[src/rtl/video_proc_ctrl_if.sv]
// video_proc_ctrl_if: configuration write handshake between a host and the video controller
interface video_proc_ctrl_if;
    logic       cfg_valid;
    logic       cfg_ready;
    logic [1:0] cfg_mode;
    logic [7:0] cfg_thresh;

    modport master (output cfg_valid, output cfg_mode, output cfg_thresh, input cfg_ready);
    modport slave (input cfg_valid, input cfg_mode, input cfg_thresh, output cfg_ready);
endinterface

[src/rtl/video_proc_ctrl.sv]
// video_proc_ctrl: frame-synchronous config shadowing plus frame and pixel statistics
module video_proc_ctrl (
    input  logic                     clk,
    input  logic                     rst_n,
    video_proc_ctrl_if.slave         cfg,
    input  logic                     pre_image_vsync,
    input  logic                     pre_image_clken,
    input  logic                     pre_data_valid,
    output logic [1:0]               mode,
    output logic [7:0]               threshold,
    output logic                     cfg_applied,
    output logic [15:0]              frame_cnt,
    output logic [23:0]              pix_cnt_last,
    output logic                     pending
);
    typedef enum logic {IDLE, PENDING} state_t;

    state_t      state;
    logic        vs_d;
    logic [1:0]  sh_mode;
    logic [7:0]  sh_thresh;
    logic [23:0] pix_cnt;
    logic        vs_rise;
    logic        pix_qual;

    assign vs_rise       = pre_image_vsync & ~vs_d;
    assign pix_qual      = pre_image_clken & pre_data_valid;
    assign cfg.cfg_ready = (state == IDLE);

    // Config FSM: capture a write into the shadow, commit it on the next frame start
    always_ff @(posedge clk or negedge rst_n) begin
        if (!rst_n) begin
            state       <= IDLE;
            pending     <= 1'b0;
            cfg_applied <= 1'b0;
            mode        <= 2'b00;
            threshold   <= 8'd128;
            sh_mode     <= 2'b00;
            sh_thresh   <= 8'd128;
        end else begin
            cfg_applied <= 1'b0;
            if (state == IDLE) begin
                if (cfg.cfg_valid) begin
                    state     <= PENDING;
                    pending   <= 1'b1;
                    sh_mode   <= (cfg.cfg_mode == 2'b11) ? 2'b00 : cfg.cfg_mode;
                    sh_thresh <= cfg.cfg_thresh;
                end
            end else if (vs_rise) begin
                state       <= IDLE;
                pending     <= 1'b0;
                mode        <= sh_mode;
                threshold   <= sh_thresh;
                cfg_applied <= 1'b1;
            end
        end
    end

    // Frame and pixel statistics; a pixel coinciding with the frame start opens the new frame
    always_ff @(posedge clk or negedge rst_n) begin
        if (!rst_n) begin
            vs_d         <= 1'b0;
            frame_cnt    <= 16'd0;
            pix_cnt      <= 24'd0;
            pix_cnt_last <= 24'd0;
        end else begin
            vs_d <= pre_image_vsync;
            if (vs_rise) begin
                frame_cnt    <= frame_cnt + 16'd1;
                pix_cnt_last <= pix_cnt;
                pix_cnt      <= {23'd0, pix_qual};
            end else if (pix_qual && pix_cnt != 24'hFFFFFF) begin
                pix_cnt <= pix_cnt + 24'd1;
            end
        end
    end
endmodule

[src/flat_wrapper.sv]
// flat-port wrapper written by rule: the top's interface ports become plain ports
module video_proc_ctrl_flat 
  (clk, rst_n, pre_image_vsync, pre_image_clken, pre_data_valid, mode, threshold, cfg_applied, frame_cnt, pix_cnt_last, pending, cfg_cfg_valid, cfg_cfg_mode, cfg_cfg_thresh, cfg_cfg_ready);
  video_proc_ctrl_if cfg_i ();
  input  logic clk;
  input  logic rst_n;
  input  logic pre_image_vsync;
  input  logic pre_image_clken;
  input  logic pre_data_valid;
  output logic [1:0] mode;
  output logic [7:0] threshold;
  output logic cfg_applied;
  output logic [15:0] frame_cnt;
  output logic [23:0] pix_cnt_last;
  output logic pending;
  input wire logic [$bits(cfg_i.cfg_valid)-1:0] cfg_cfg_valid;
  input wire logic [$bits(cfg_i.cfg_mode)-1:0] cfg_cfg_mode;
  input wire logic [$bits(cfg_i.cfg_thresh)-1:0] cfg_cfg_thresh;
  output wire logic [$bits(cfg_i.cfg_ready)-1:0] cfg_cfg_ready;
  assign cfg_i.cfg_valid = cfg_cfg_valid;
  assign cfg_i.cfg_mode = cfg_cfg_mode;
  assign cfg_i.cfg_thresh = cfg_cfg_thresh;
  assign cfg_cfg_ready = cfg_i.cfg_ready;
  video_proc_ctrl u_core (.clk(clk), .rst_n(rst_n), .cfg(cfg_i), .pre_image_vsync(pre_image_vsync), .pre_image_clken(pre_image_clken), .pre_data_valid(pre_data_valid), .mode(mode), .threshold(threshold), .cfg_applied(cfg_applied), .frame_cnt(frame_cnt), .pix_cnt_last(pix_cnt_last), .pending(pending));
endmodule
[config.mk]
export PLATFORM = sky130hd
export DESIGN_NAME = video_proc_ctrl_flat
export DESIGN_NICKNAME = d
export VERILOG_FILES = /design/src/rtl/video_proc_ctrl_if.sv /design/src/rtl/video_proc_ctrl.sv /design/src/flat_wrapper.sv
export SDC_FILE = /design/constraint.sdc
export NUM_CORES = 1
export LEC_CHECK = 0
export ABC_AREA = 1
export BUFFER_PORTS_ARGS = -buffer_cell sky130_fd_sc_hd__buf_4
export CAP_MARGIN = 25
export CORE_MARGIN = 4
export CORE_UTILIZATION = 55
export DETAILED_ROUTE_END_ITERATION = 8
export HOLD_SLACK_MARGIN = 0.08
export PLACE_DENSITY_LB_ADDON = 0.25
export RECOVER_POWER = 25
export SYNTH_ARGS = -nofsm -noshare
export SYNTH_HDL_FRONTEND = slang
export SYNTH_SLANG_ARGS = --single-unit
[constraint.sdc]
create_clock -name clk -period 3.7 [get_ports clk]
set_clock_uncertainty 0.2 [all_clocks]
set_input_delay 0.185 -clock clk [delete_from_list [all_inputs] [get_ports clk]]
set_output_delay 0.185 -clock clk [all_outputs]
set_load 0.005 [all_outputs]
* Yosys cells after proc, flatten, opt, wreduce, memory -nomap -nowiden
Index checks and enable logic that the tools add are counted.
** Storage, ports and cells
- Logic and storage cells :: 37
- Register bits after elaboration :: 88
- Output and inout bits :: 53
** Operators by class
- Eq/ne operators :: 3
- Mux-type cells :: 11
- Reduce and logical (&&, ||, !) cells :: 6
- $add $sub $neg :: 2
- Bitwise logic cells :: 4
** Operator list (number)
- two-way mux 24 bit :: 2
- adder 24 x 1 -> 24 bit, second input constant :: 1
- != test 24 bit, second input constant :: 1
- adder 16 x 1 -> 16 bit, second input constant :: 1
- two-way mux 1 bit :: 8
- AND reduction 2 bit :: 3
- nonzero test 2 bit :: 2
- bitwise AND 1 bit :: 2
- equality test 2 bit, second input constant :: 1
- two-way mux 2 bit :: 1
- != test 2 bit, second input constant :: 1
- NOT 1 bit :: 2
- logical AND 1 bit :: 1

* Longest topological paths before layout
- Depth after elaboration :: 4
- Depth in mapped cells :: 11
- Gate-level depth less buffers :: 10

* Worst setup path before layout
No wires, ideal clock.
- Path kind :: flip-flop to flip-flop
- Start :: reg u_core.pix_cnt[0]
- End :: reg u_core.pix_cnt[10]
- Stages on the path, launching flop included :: 12
- Required time :: 3.383 ns
- Arrival :: 1.400 ns
- Setup slack :: 1.983 ns
- Path buffers :: 1
- Setup time :: 0.117 ns
- Cell sequence :: dfrtp_1 ha_1 nand2_2 nor2_4 nand2_4 nor2_4 nand2_2 nand2_4 nand2_4 buf_6 nand2_1 nand2_1
** Between the ends
- Cells in the longest elaborated chain, start to end :: 3
** Ends and longest elaborated chain
- start: declaration :: line video_proc_ctrl.sv:22 : logic [23:0] pix_cnt;
- start signal: assignment :: line video_proc_ctrl.sv:71 : pix_cnt <= {23'd0, pix_qual};
- start signal: assignment :: line video_proc_ctrl.sv:73 : pix_cnt <= pix_cnt + 24'd1;
- adder 24 x 1 -> 24 bit / != test 24 bit (equally long branches) :: line video_proc_ctrl.sv:73, video_proc_ctrl.sv:72
- two-way mux 24 bit / logical AND 1 bit (equally long branches) :: line video_proc_ctrl.sv:72 : end else if (pix_qual && pix_cnt != 24'hFFFFFF) begin
- two-way mux 24 bit / nonzero test 2 bit (equally long branches)
Parallel ways exist; a longest one is shown, timed or not. The select of a mux whose other input is x is not followed.
A chain may end at the register's enable or synchronous reset.

* Worst setup path after layout
- Start :: reg u_core.state
- End :: reg u_core.sh_mode[0]
** Between the ends
- Cells in the longest elaborated chain, start to end :: 2
** Ends and longest elaborated chain
- start: declaration :: line video_proc_ctrl.sv:18 : state_t state;
- start signal: assignment :: line video_proc_ctrl.sv:33 : state <= IDLE;
- start signal: assignment :: line video_proc_ctrl.sv:44 : state <= PENDING;
- start signal: assignment :: line video_proc_ctrl.sv:50 : state <= IDLE;
- NOT 1 bit
- AND reduction 2 bit (no source line)
- end signal: assignment :: line video_proc_ctrl.sv:46 : sh_mode <= (cfg.cfg_mode == 2'b11) ? 2'b00 : cfg.cfg_mode;
- end: declaration :: line video_proc_ctrl.sv:20 : logic [1:0] sh_mode;
No other way between the ends.

==> flow_results.org <==
** Floorplanning
- just under 70 I/O pins were placed.
- Initial standard-cell utilization of the core :: 0.5666
- The floorplan step set the die width to ~95 um.
- Total Die Area :: 8962 sq um
- Row count :: 31
- The core region is 7292 sq um.
- Die boundary height :: 94.67 um

** Clock tree
- In this run, CTS created clock tree buffers numbering 9.
- Cts repair resizes :: 0
- The H-tree was split into 3 levels.
- Clk_lat worst skew :: 360 ps
- No sink is reached through more buffers than the 2 on the longest clock path.
- The tree built by TritonCTS fans out to 88 sinks.
- The number of setup buffers added after CTS is 0.
- Cell chosen for the clock root :: sky130_fd_sc_hd__clkbuf_8
- Clk pin slew, worst setup/hold paths :: 90 ps
- TritonCTS built the clock tree.

** STA
- Actual transition at the worst max-transition pin :: between 1500 and 2000 ps
- Achievable frequency :: 422.7 MHz
- Setup repair after global routing left no endpoint under its margin.
- Fin crit period :: 2366 ps
- After routing, the total negative slack on setup checks comes to 0 ps.
- After layout, the worst setup slack is between 1000 and 1500 ps.
- Worst hold slack across all endpoints :: ~200 ps
- In the finished design, the share of the clock period the worst path needs comes to 0.6395.
- Setup-failing EPs final :: 0
- Worst slew margin relative to its limit :: -0.1968
- The number of failing hold endpoints at the final stage came to 0.
- Number of slew-limit violations in the final report :: 32

** Yosys
- Dominant combinational cell family by area after synthesis :: simple AND/OR/NAND/NOR gates
- The synthesized-area fraction occupied by ao, oa, aoi and oai cells was 0.07571.
- A synthesized cell averages between 8 and 9 sq um.
- The share of the Yosys chip area taken by registers is 0.5336.
- Synthesis produced 503 cells.
- Among all flip-flop cells after synthesis, the most frequent one is sky130_fd_sc_hd__dfrtp_1.
- Combined area of all synthesized cells :: around 4100 sq um
- Largest cells by area after synthesis :: sky130_fd_sc_hd__dfrtp_1 (52%), sky130_fd_sc_hd__nand2_1 (14%), sky130_fd_sc_hd__o21ai_0 (5.8%)
- Post-synthesis share of cell area spent on xor and xnor gates :: 0.03816
- After synthesis, the share of cell area in mux cells is 0.
- Counting flops with a built-in enable in the synthesized netlist gives 0.
- Number of warnings issued by yosys :: 0
- Syn Nets :: approximately 520
- Post-synthesis register bit count :: 88
- Of the total synthesized cell area, the portion taken by full adders, half adders and majority gates is 0.006057.
- Synth unique cells :: 26
- The synthesized design spends more area on one cell type than any other, namely sky130_fd_sc_hd__dfrtp_1.
- Simple-gate area share of the yosys netlist :: 0.2744
- The share of synthesized area in the top cell type comes to 0.5209.
- Of all flip-flops after synthesis, the portion carrying an async set or reset was 1.000.

** Drt
- Post-detailed-route DRC marker count :: 0
- Average wire per standard cell :: 13.37 um
- In the routed layout, each cell is associated on average with a via count of just over 5.
- Across all layers, the routed design uses 3,563 vias.
- The count of nets left with antenna violations once routing finished came out at 0.
- Total wire length after detailed routing :: between 9000 and 10,000 um
- After the first detailed-routing iteration, the DRC count stood at 233.
- The first TritonRoute pass finished after 5 iterations.

** Placed design
- Before CTS, the worst setup slack after placement is 1638 ps.
- The wire-length estimate of the detail-placed layout is 6263 um.
- Summing all placed instances gives a cell area of between 4000 and 5000 sq um.
- Routability-driven placement finished with a final weighted congestion of 0.8852.
- Number of input and output port buffers inserted :: ~70

** Hold path
- Class of the tightest hold or removal check :: in2reg

** Final layout
- From synthesis to final layout, the design area changed by 22.14%.
- Fraction of final layout cells with drive strength greater than 1 :: 0.1820
- Number of antenna diodes :: 0
- The filler cells instantiated in the layout total slightly above 600.
- Summing all non-filler instances in the final layout gives an area of 5046 sq um.
- The net count of the finished layout is around 600.

** Status
- The checks that failed: max-capacitance violations, max-slew violations.
- The run finished, with violations left.

** Power and ir drop
- Net load switching power :: 0.0006615 W
- Areal power density over the cells :: 456.6 nW/um^2
- Of the total power, the clock network draws 0.292.
- The internal portion of the total power is roughly 0.0016 W.
- Of the total power, combinational logic draws 0.187.
- Of the total power, the share spent switching nets is 0.2871.
- The analysis attributes to cell leakage a power of 2.535 nW.
- The share of total power dissipated in sequential elements is 0.521.
- VDD sags by at most 348.9 uV.

** Critical path
- Category of cells accounting for the largest share of critical-path delay :: buffers and inverters
- Cells along the critical path :: nor2_1 -> clkbuf_1 -> inv_1 -> o31ai_1 -> dlygate4sd3_1
- Maximum single-stage delay on the critical path :: 590 ps
- STA puts the critical path data arrival time at 2460 ps.
- Along the worst path, the maximum fanout reaches 19.
- The worst setup path is launched from a flop.
- Buffering stage count on the worst path with inverters included :: 3
- The critical path in this run is classified as reg2reg.
- The worst setup path is captured at a flop.
- Critical path data required time :: 3790 ps
- The largest individual stage delay along the critical path comes from the cell sky130_fd_sc_hd__dlygate4sd3_1.

** GRT
- Residual overflow from global routing :: 0
- Global routing usage summed across all routing layers :: 0.2154
- First-pass GRT wire length :: 15,330 um
- Number of global-route vias before repair :: about 3,500
- The initial antenna violation count was 0.
- Entering global routing, the biggest net connects between 50 and 60 pins.

** Job
- Max-cap violations :: 1
layout by cell type (no fill, tap or decap), types with 4 or more instances in the layout:
cell	n
sky130_fd_sc_hd__nor2_1	41
sky130_fd_sc_hd__inv_1	54
sky130_fd_sc_hd__nand3_1	37
sky130_fd_sc_hd__nand2_2	5
sky130_fd_sc_hd__nand2_1	156
sky130_fd_sc_hd__dlygate4sd3_1	13
sky130_fd_sc_hd__a21oi_1	5
sky130_fd_sc_hd__o21ai_0	48
sky130_fd_sc_hd__nor3_1	9
sky130_fd_sc_hd__nand4_1	7
sky130_fd_sc_hd__o21ai_2	4
sky130_fd_sc_hd__xor2_1	13
sky130_fd_sc_hd__dfrtp_1	86
sky130_fd_sc_hd__xnor2_1	5
sky130_fd_sc_hd__clkbuf_8	9
sky130_fd_sc_hd__buf_4	68
power by group through the flow:
stage	Clock, W	Sequential (W)	Combinational, W
2_1_floorplan	0	0.00121	0.000183
3_3_place_gp	0	0.00121	0.000402
3_5_place_dp	0	0.00122	0.000419
4_1_cts	0.000685	0.00120	0.000435
5_1_grt	0.000726	0.00122	0.000491
6_report	0.000672	0.00120	0.000431
final timing paths:
kind	start	endpoint	slack, ps	cells past startpoint
max	u_core.state	u_core.sh_mode[0]	1330	5
min	pre_data_valid	u_core.pix_cnt[0]	200	5
max reg2reg	u_core.state	u_core.sh_mode[0]	1330	5
min reg2reg	u_core.pix_cnt_last[16]	u_core.pix_cnt_last[16]	280	2
max in group asynchronous	rst_n	u_core.sh_thresh[7]	1610	3
min in group asynchronous	rst_n	u_core.sh_thresh[6]	640	2
cells in the mapped netlist, types with 4 or more instances:
cell type                  instances
sky130_fd_sc_hd__clkbuf_1         11
sky130_fd_sc_hd__nand4_1           7
sky130_fd_sc_hd__dfrtp_1          86
sky130_fd_sc_hd__xor2_1           13
sky130_fd_sc_hd__nor3_1            9
sky130_fd_sc_hd__nor2_1           41
sky130_fd_sc_hd__o21ai_2           4
sky130_fd_sc_hd__xnor2_1           5
sky130_fd_sc_hd__nand2_1         156
sky130_fd_sc_hd__nand2_2           5
sky130_fd_sc_hd__o21ai_0          48
sky130_fd_sc_hd__nand3_1          37
sky130_fd_sc_hd__inv_1            54
sky130_fd_sc_hd__a21oi_1           5
metrics by stage:
| stage | utilization | cells | power (W) |
|---|---|---|---|
| 5_1_grt | 0.6920 | 687 | 0.002433 |
| 3_3_place_gp | 0.6446 | 657 | 0.001614 |
| 3_5_place_dp | 0.6484 | 658 | 0.001638 |
| 6_report | 0.6920 | 687 | 0.002304 |
| 2_1_floorplan | - | 503 | 0.001397 |
| 4_1_cts | 0.6930 | 687 | 0.002319 |
final cells by class:
type	instances	area, sq um	share of cell area
Sequential cell	88	2205	0.4369
Multi-Input combinational cell	343	1629	0.3228
Timing Repair Buffer	85	683.2	0.1354
Inverter	56	210.2	0.04166
Clock buffer	10	127.6	0.02529
Tap cell	99	123.9	0.02455
Clock inverter	6	67.56	0.01339
routing by layer:
layer	global-route usage	routed length, um	vias to the layer above
met2	0.3570	4461	110
met1	0.2806	4064	1703
met5	0	0	-
li1	-	-	1742
met4	0.08534	90	0
met3	0.03904	570	8
sequential cells by signal, summed over array words and instances (netlist names):
name	flops
u_core.pending	1
u_core.pix_cnt_last	24
u_core.vs_d	1
u_core.sh_thresh	8
u_core.pix_cnt	24
u_core.mode	2
u_core.cfg_applied	1
u_core.frame_cnt	16
u_core.threshold	8
u_core.sh_mode	2
u_core.state	1
logic make-up (layout without fill, tap and decap cells):
family / after synthesis / after routing
AO/OA/AOI/OAI: 59 / 59
XOR/XNOR: 18 / 18
flip-flops: 88 / 88
buffers and inverters: 72 / 157
adder cells (fa/ha/maj): 2 / 2
AND/OR/NAND/NOR: 264 / 264
timing repair:
action | in CTS | in global routing
endpoints found under the setup margin | 0 | 0
endpoints found under the hold margin | 98 | 0
hold buffers | 13 | 0
worst register-to-register path, cell delays in order (launching register included):
cell	delay [ps]
sky130_fd_sc_hd__dfrtp_1	390
sky130_fd_sc_hd__nor2_1	100
sky130_fd_sc_hd__clkbuf_1	570
sky130_fd_sc_hd__inv_1	200
sky130_fd_sc_hd__o31ai_1	260
sky130_fd_sc_hd__dlygate4sd3_1	590
Note: power is estimated with default switching activity, not from simulation.
